===== src/rtl/aes_pkg.sv =====
// aes_pkg: shared mode encodings, controller state type and default block width.
package aes_pkg;
    localparam int AES_BLOCK_W = 128;
    localparam logic [1:0] MODE_ECB = 2'd0;
    localparam logic [1:0] MODE_CBC = 2'd1;
    localparam logic [1:0] MODE_CTR = 2'd2;
    typedef enum logic [1:0] {ST_IDLE, ST_ISSUE, ST_WAIT, ST_HOLD} state_e;
endpackage


===== src/rtl/aes_blk_fifo.sv =====
// aes_blk_fifo: synchronous block FIFO; pointers carry an extra wrap bit to tell full from empty.
module aes_blk_fifo #(
    parameter int W     = 128,
    parameter int DEPTH = 4
) (
    input  logic         clk_i,
    input  logic         rst_i,
    input  logic         push_i,
    input  logic         pop_i,
    input  logic [W-1:0] wdata_i,
    output logic [W-1:0] rdata_o,
    output logic         full_o,
    output logic         empty_o
);
    localparam int AW = $clog2(DEPTH);
    logic [W-1:0] mem_q [DEPTH];
    logic [AW:0] wptr_q, wptr_d, rptr_q, rptr_d;
    logic do_push, do_pop;
    always_comb begin
        full_o  = (wptr_q[AW] != rptr_q[AW]) && (wptr_q[AW-1:0] == rptr_q[AW-1:0]);
        empty_o = wptr_q == rptr_q;
        do_push = push_i && !full_o;
        do_pop  = pop_i && !empty_o;
        wptr_d  = do_push ? wptr_q + (AW+1)'(1) : wptr_q;
        rptr_d  = do_pop ? rptr_q + (AW+1)'(1) : rptr_q;
        rdata_o = mem_q[rptr_q[AW-1:0]];
    end
    always_ff @(posedge clk_i) begin
        if (rst_i) begin
            wptr_q <= '0;
            rptr_q <= '0;
        end else begin
            wptr_q <= wptr_d;
            rptr_q <= rptr_d;
        end
    end
    always_ff @(posedge clk_i) begin
        if (do_push) mem_q[wptr_q[AW-1:0]] <= wdata_i;
    end
endmodule


===== src/rtl/aes_mode_ctrl.sv =====
// aes_mode_ctrl: buffers plaintext, drives the iterative AES core one block at a time
// and applies ECB/CBC/CTR chaining around it with a valid/ready result port.
module aes_mode_ctrl
    import aes_pkg::*;
#(
    parameter int BLOCK_W    = AES_BLOCK_W,
    parameter int FIFO_DEPTH = 4,
    parameter int CTR_W      = 32
) (
    input  logic               clk_i,
    input  logic               rst_i,
    input  logic [1:0]         cfg_mode_i,
    input  logic [BLOCK_W-1:0] cfg_iv_i,
    input  logic               cfg_load_i,
    input  logic [BLOCK_W-1:0] s_data_i,
    input  logic               s_valid_i,
    output logic               s_ready_o,
    output logic [BLOCK_W-1:0] m_data_o,
    output logic               m_valid_o,
    input  logic               m_ready_i,
    output logic               core_start_o,
    output logic [BLOCK_W-1:0] core_data_o,
    input  logic               core_busy_i,
    input  logic [BLOCK_W-1:0] core_data_i,
    input  logic               core_valid_i,
    output logic               busy_o,
    output logic [31:0]        blk_cnt_o
);
    state_e state_q, state_d;
    logic [1:0] mode_q, mode_d;
    logic [BLOCK_W-1:0] pt_q, pt_d, chain_q, chain_d, ctr_q, ctr_d;
    logic [BLOCK_W-1:0] core_data_q, core_data_d, m_data_q, m_data_d, issue_data;
    logic [31:0] blk_cnt_q, blk_cnt_d;
    logic [BLOCK_W-1:0] fifo_rdata;
    logic fifo_full, fifo_empty, pop, res_ok, cfg_ok;

    aes_blk_fifo #(.W(BLOCK_W), .DEPTH(FIFO_DEPTH)) u_fifo (
        .clk_i   (clk_i),
        .rst_i   (rst_i),
        .push_i  (s_valid_i && s_ready_o),
        .pop_i   (pop),
        .wdata_i (s_data_i),
        .rdata_o (fifo_rdata),
        .full_o  (fifo_full),
        .empty_o (fifo_empty)
    );

    always_comb begin
        state_d = state_q;
        case (state_q)
            ST_IDLE:  state_d = !fifo_empty ? ST_ISSUE : ST_IDLE;
            ST_ISSUE: state_d = !core_busy_i ? ST_WAIT : ST_ISSUE;
            ST_WAIT:  state_d = core_valid_i ? ST_HOLD : ST_WAIT;
            ST_HOLD:  state_d = m_ready_i ? (!fifo_empty ? ST_ISSUE : ST_IDLE) : ST_HOLD;
            default:  state_d = ST_IDLE;
        endcase
    end

    // Core input is formed while popping so it is ready in the first ISSUE cycle.
    always_comb begin
        busy_o       = (state_q != ST_IDLE) || !fifo_empty;
        s_ready_o    = !fifo_full && !rst_i;
        m_valid_o    = state_q == ST_HOLD;
        m_data_o     = m_data_q;
        core_data_o  = core_data_q;
        core_start_o = (state_q == ST_ISSUE) && !core_busy_i;
        blk_cnt_o    = blk_cnt_q;
        pop          = !fifo_empty && ((state_q == ST_IDLE) || (state_q == ST_HOLD && m_ready_i));
        res_ok       = (state_q == ST_WAIT) && core_valid_i;
        cfg_ok       = cfg_load_i && !busy_o;
        issue_data   = mode_q == MODE_CBC ? fifo_rdata ^ chain_q :
                       mode_q == MODE_CTR ? ctr_q : fifo_rdata;
        pt_d         = pop ? fifo_rdata : pt_q;
        core_data_d  = pop ? issue_data : core_data_q;
        m_data_d     = !res_ok ? m_data_q :
                       mode_q == MODE_CTR ? pt_q ^ core_data_i : core_data_i;
        mode_d       = cfg_ok ? cfg_mode_i : mode_q;
        chain_d      = cfg_ok ? cfg_iv_i :
                       (res_ok && mode_q == MODE_CBC) ? core_data_i : chain_q;
        ctr_d        = cfg_ok ? cfg_iv_i :
                       (res_ok && mode_q == MODE_CTR) ?
                       {ctr_q[BLOCK_W-1:CTR_W], ctr_q[CTR_W-1:0] + CTR_W'(1)} : ctr_q;
        blk_cnt_d    = (state_q == ST_HOLD && m_ready_i) ? blk_cnt_q + 32'd1 : blk_cnt_q;
    end

    always_ff @(posedge clk_i) begin
        if (rst_i) begin
            state_q     <= ST_IDLE;
            mode_q      <= MODE_ECB;
            pt_q        <= '0;
            chain_q     <= '0;
            ctr_q       <= '0;
            core_data_q <= '0;
            m_data_q    <= '0;
            blk_cnt_q   <= '0;
        end else begin
            state_q     <= state_d;
            mode_q      <= mode_d;
            pt_q        <= pt_d;
            chain_q     <= chain_d;
            ctr_q       <= ctr_d;
            core_data_q <= core_data_d;
            m_data_q    <= m_data_d;
            blk_cnt_q   <= blk_cnt_d;
        end
    end
endmodule


===== config.mk =====
export PLATFORM = sky130hd
export DESIGN_NAME = aes_mode_ctrl
export DESIGN_NICKNAME = d
export VERILOG_FILES = /design/src/rtl/aes_pkg.sv /design/src/rtl/aes_blk_fifo.sv /design/src/rtl/aes_mode_ctrl.sv
export SDC_FILE = /design/constraint.sdc
export NUM_CORES = 2
export LEC_CHECK = 0
export ABC_AREA = 1
export ABC_CLOCK_PERIOD_IN_PS = 12100
export CAP_MARGIN = 15
export CELL_PAD_IN_SITES_DETAIL_PLACEMENT = 2
export CELL_PAD_IN_SITES_GLOBAL_PLACEMENT = 2
export CORE_MARGIN = 5
export CORE_UTILIZATION = 37
export CTS_BUF_LIST = sky130_fd_sc_hd__clkbuf_8
export CTS_CLUSTER_SIZE = 12
export DETAILED_ROUTE_END_ITERATION = 8
export GPL_ROUTABILITY_DRIVEN = 0
export PLACE_DENSITY = 0.95
export SLEW_MARGIN = 20
export SYNTH_ARGS = -nofsm -noshare
export SYNTH_HDL_FRONTEND = slang
export SYNTH_SLANG_ARGS = --single-unit

===== constraint.sdc =====
create_clock -name clk_i -period 12.1 [get_ports clk_i]
set_input_delay 2.42 -clock clk_i [delete_from_list [all_inputs] [get_ports clk_i]]
set_output_delay 2.42 -clock clk_i [all_outputs]
set_load 0.1 [all_outputs]

Yosys cells after proc, flatten, opt, wreduce, memory -nomap -nowiden
Memory sizes are Yosys's and may differ from the RTL's. A register that Yosys moved wholly into a read port is not among the register bits.
Cells that the tools add are included.
- memory bits (writable): 512
- input bits: 393
- memories: 1
- logic and storage cells: 65
- register bits after elaboration: 682
- mux-type cells: 16
- reductions and logical operators: 23
- equality and inequality tests: 8
- add/sub/neg operators: 4
- bitwise logic cells: 2
- memories (memory ; words ; bits a word ; rd ports ; clocked after memory_dff ; wr ports ; line ; RTL):
    u_fifo.mem_q ; 4 ; 128 ; 1 ; 1 ; 1 ; aes_blk_fifo.sv:16 ; logic [W-1:0] mem_q [DEPTH];
- operators by type and width (cell ; number):
    $mux 128 ; 6
    $xor 128x128->128 ; 2
    $add 32x1->32 const B ; 2
    $mux 32 ; 1
    $logic_and 1x1->1 ; 12
    $mux 2 ; 4
    $pmux 2 s4 ; 1
    $add 3x1->3 const B ; 2
    $eq 2x2->1 const B ; 3
    $reduce_bool 2->1 ; 3
    $logic_not 1->1 ; 5
    $eq 2x1->1 const B ; 2
    $mux 1 ; 4
    $eq 3x3->1 ; 1
    $eq 2x2->1 ; 1
    $logic_not 2->1 ; 1
    $logic_or 1x1->1 ; 2
    $ne 1x1->1 ; 1

Longest topological paths before layout
- word-level depth: 8
- mapped depth: 12
- mapped depth without buffers: 11

Hierarchy
A second synthesis with hierarchy kept.
- cells, all modules: 5321
- area total of the unflattened synthesis: 49334.8 µm²
- modules (own cells, without submodules) (module ; cells an instance ; area an instance (µm²) ; times used):
    aes_mode_ctrl ; 4007 ; 29525.8 ; 1
    aes_blk_fifo ; 1314 ; 19809.0 ; 1

Least setup slack after synthesis
Ideal clock, no wire load.
- kind: input to register
- start: input rst_i
- end: memory u_fifo.mem_q[0][0], enable pin
- cell stages on the path: 6
- data required time: 11483 ps
- arrival: 9229 ps
- path slack: 2253 ps
- path through: clkinv_1 clkbuf_1 o21ai_0 inv_1 nand2_1 nor2_1
- longest elaborated chain between the ends: 6
- RTL lines (item ; line ; RTL):
    start: declaration ; aes_mode_ctrl.sv:11 ; input logic rst_i,
    $logic_not 1->1 ; aes_mode_ctrl.sv:62 ; s_ready_o = !fifo_full && !rst_i;
    $logic_and 1x1->1 ; aes_mode_ctrl.sv:62 ;
    named net s_ready_o ; aes_mode_ctrl.sv:17 ; output logic s_ready_o,
    $logic_and 1x1->1 ; aes_mode_ctrl.sv:40 ; .push_i (s_valid_i && s_ready_o),
    $logic_and 1x1->1 ; aes_blk_fifo.sv:22 ; do_push = push_i && !full_o;
    $mux 1 ; aes_blk_fifo.sv:38 ; if (do_push) mem_q[wptr_q[AW-1:0]] <= wdata_i;
    $mux 1 (not written as such) ; aes_blk_fifo.sv:38 ;
    end: declaration ; aes_blk_fifo.sv:16 ;
The timed path passes the listed nets, and every way through them passes these cells.

Worst setup path in the final report
- start: input rst_i
- end: output s_ready_o
- longest elaborated chain between the ends: 2
- RTL lines (item ; line):
    $logic_not 1->1 ; aes_mode_ctrl.sv:62
    $logic_and 1x1->1 ; aes_mode_ctrl.sv:62
    end: declaration ; aes_mode_ctrl.sv:17
Every way passes these cells.

==> metrics.md <==
| Metric | Value |
|---|---|
| Status | complete, but fails checks |
| Failing checks | capacitance limit, slew limit |
| Residual DRC | 0 |
| Post-synthesis simple-gate area fraction | 0.203 |
| CP Class | input pin to output port |
| Largest net degree at the start of global routing | 234 |
| Total track usage | 0.371 |
| Avg Inst Size Synth | 8.45 sq um |
| Area contributors post-synth | edfxtp_1 (30%), dfxtp_1 (27%), nand2_1 (10%), o21ai_0 (7.7%), a21oi_1 (7.0%) |
| Filler cell count | 14.6k |
| RSZ-0062 raised after global routing | no |
| Worst hold path class | register to register |
| Register clock-pin slew on the reported worst setup and hold paths | 0.06 ns |
| Overall power | 18.5 mW |
| Multi-input gate area | 19400 sq um |
| Worst-margin pin slew | 1.68 ns |
| Max_slew headroom | -0.135 |
| Post-synthesis cell type count | 31 |
| Worst Setup End Kind | output port |
| Maximum VDD drop | 0.000244 V |
| #FFs+latches synth | 1196 |
| Die height | 381 um |
| Max Slew Vio Count | 2 |
| Data required, critical path | 9.68 ns |
| Fmax | 135 MHz |
| Cts hold-fix bufs | 0 |
| Synth warn | 0 |
| Share of cells above drive strength 1 | 0.0551 |
| Initial antenna violation count | 81 |
| Clk buf depth | 3 |
| # rows | 136 |
| Multiplexer area fraction after synthesis | 0 |
| CTS root buf | clkbuf_8 |
| Synth Instances | 6034 |
| Vias in the first global route | 59.8k |
| Final Hold Viols | 0 |
| Fin crit period | 7.38 ns |
| Critical path data arrival time | 4.96 ns |
| Clock skew | 0.0856 ns |
| Synthesized area | 51000 sq um |
| Synth-to-layout area growth | 24.4% |
| Core footprint | 137000 sq um |
| Synth Area in Adders | 0.00172 |
| Final setup fails | 0 |
| Starting Density | 0.372 |
| Tcrit/Tclk final | 0.610 |
| CTS H-tree depth | 4 |
| Sequential share of the synthesized area | 0.570 |
| Hold Crit Start | ctr_q[111] |
| Vias | 53.4k |
| GRT overflow | 0 |
| Post-layout net count | 6965 |
| Die area | 145000 sq um |
| Largest family of logic cells by synthesized area | simple AND/OR/NAND/NOR gates |
| Top Ports | 685 |
| Worst-Skew Late Latency | 1.00 ns |
| Compound-Gate Fraction of Synth Area | 0.151 |
| DR pass1 iterations | 6 |
| TritonCTS Buffers | 210 |
| First-pass GRT wire length | 407000 um |
| Most common library cell in the layout ignoring fill and taps | nand2_1 |
| Dpl cell area | 58900 sq um |
| Total negative slack | 0 ns |
| Worst setup path start | rst_i |
| Cell taking the most area after synthesis | edfxtp_1 |
| TritonCTS clock tree | yes |
| Die Wd | 381 um |
| Reg2Reg Launch Point | u_fifo.wptr_q[0] |
| Leak | 23.9 nW |
| Post-DP HPWL | 154000 um |
| Clock Sinks | 1196 |
| Setup bufs post-CTS | 0 |
| Pwr Density | 292 nW/um^2 |
| CP max FO | 102 |
| IO Port Bufs | 684 |
| Share of the synthesized area in the top cell type | 0.302 |
| DR iter-0 viols | 5499 |
| Final WL | 289000 um |
| ANT nets after route | 0 |
| Seq. cell area | 29100 sq um |
| Routed len/inst | 33.6 um |
| Startpoint types | input pin |
| Most frequent cells in the layout | nand2_1 (1394), o21ai_0 (788), a21oi_1 (715) |
| Finished Cell Area | 63400 sq um |
| Worst Hold Margin | 0.465 ns |
| Number of max-cap violations | 1 |
| Vias per cell | 6.19 |
| Post-synthesis xor/xnor area fraction | 0.0241 |
| Post-synthesis net count | 6434 |
| CTS resizes | 0 |
-- cell families after synthesis --
family                     count (synthesis)
and+or+nand+nor                         2519
AOI/OAI and AO/OA                       1539
DFF                                     1196
buffers and inverters                    633
xor gates and xnor gates                 140
adders and majority gates                  7
-- area by class of cell --
type,instances,share of cell area
clock buffer,246,0.0534
timing repair buffer,736,0.116
clock inverter,154,0.0126
sequential,1196,0.459
antenna,78,0.00308
multi-input combinational,4205,0.307
tap,1794,0.0354
inverter,216,0.0136
-- sequential cells by signal, summed over array words and instances (netlist names), named ones only --
register,count
u_fifo.mem_q,512
chain_q,128
core_data_o,128
ctr_q,128
m_data_o,128
pt_q,128
blk_cnt_o,32
u_fifo.rptr_q,3
u_fifo.wptr_q,3
mode_q,2
state_q,2
-- synthesized netlist by cell type, drive strengths merged --
cell type  number
clkbuf        245
a31oi           3
a21oi         715
edfxtp        512
nand3b          6
nand3         342
dfxtp         684
xor2          135
nor2          596
nor3           36
clkinv          1
nand4         136
ha              7
or2             2
nor4            2
o21bai          3
inv           215
o21ai         818
nand2        1397
xnor2           5
buf           172
nor3b           1
and2            1
-- per-layer routing --
metal,part of all wire,track usage
met1,0.36,0.405
met2,0.48,0.627
met3,0.082,0.0902
met4,0.083,0.276
met5,0.00028,0
-- per-stage QoR --
| stage | setup slack, ns | util | std cells |
|---|---|---|---|
| 2_1_floorplan | 2.25 | - | 6034 |
| 3_3_place_gp | 4.85 | 0.429 | 8143 |
| 3_5_place_dp | 4.81 | 0.429 | 8143 |
| 4_1_cts | 4.81 | 0.460 | 8543 |
| 5_1_grt | 4.67 | 0.462 | 8602 |
| 6_report | 4.72 | 0.462 | 8625 |
-- report_power, final --
part | internal (mW) | leakage [nW] | switching [mW] | total (mW)
Sequential | 5.02 | 10.3 | 0.738 | 5.75
Clock | 1.95 | 2.46 | 2.07 | 4.01
Combinational | 1.81 | 11.2 | 6.90 | 8.72
-- worst max-delay path, stage by stage --
cell,delay [ns]
buf_6,0.24
inv_8,0.55
o21ai_0,0.25
inv_1,0.19
clkdlybuf4s50_1,1.18
-- worst paths after layout --
check | endpoint | slack [ns] | cells past startpoint
worst max-delay path | s_ready_o | 4.72 | 5
worst min-delay path | ctr_q[111] | 0.47 | 2
worst max register to register | pt_q[60] | 6.84 | 11
worst min register to register | ctr_q[111] | 0.47 | 2
No activity file was read; power rests on OpenSTA's default activity.
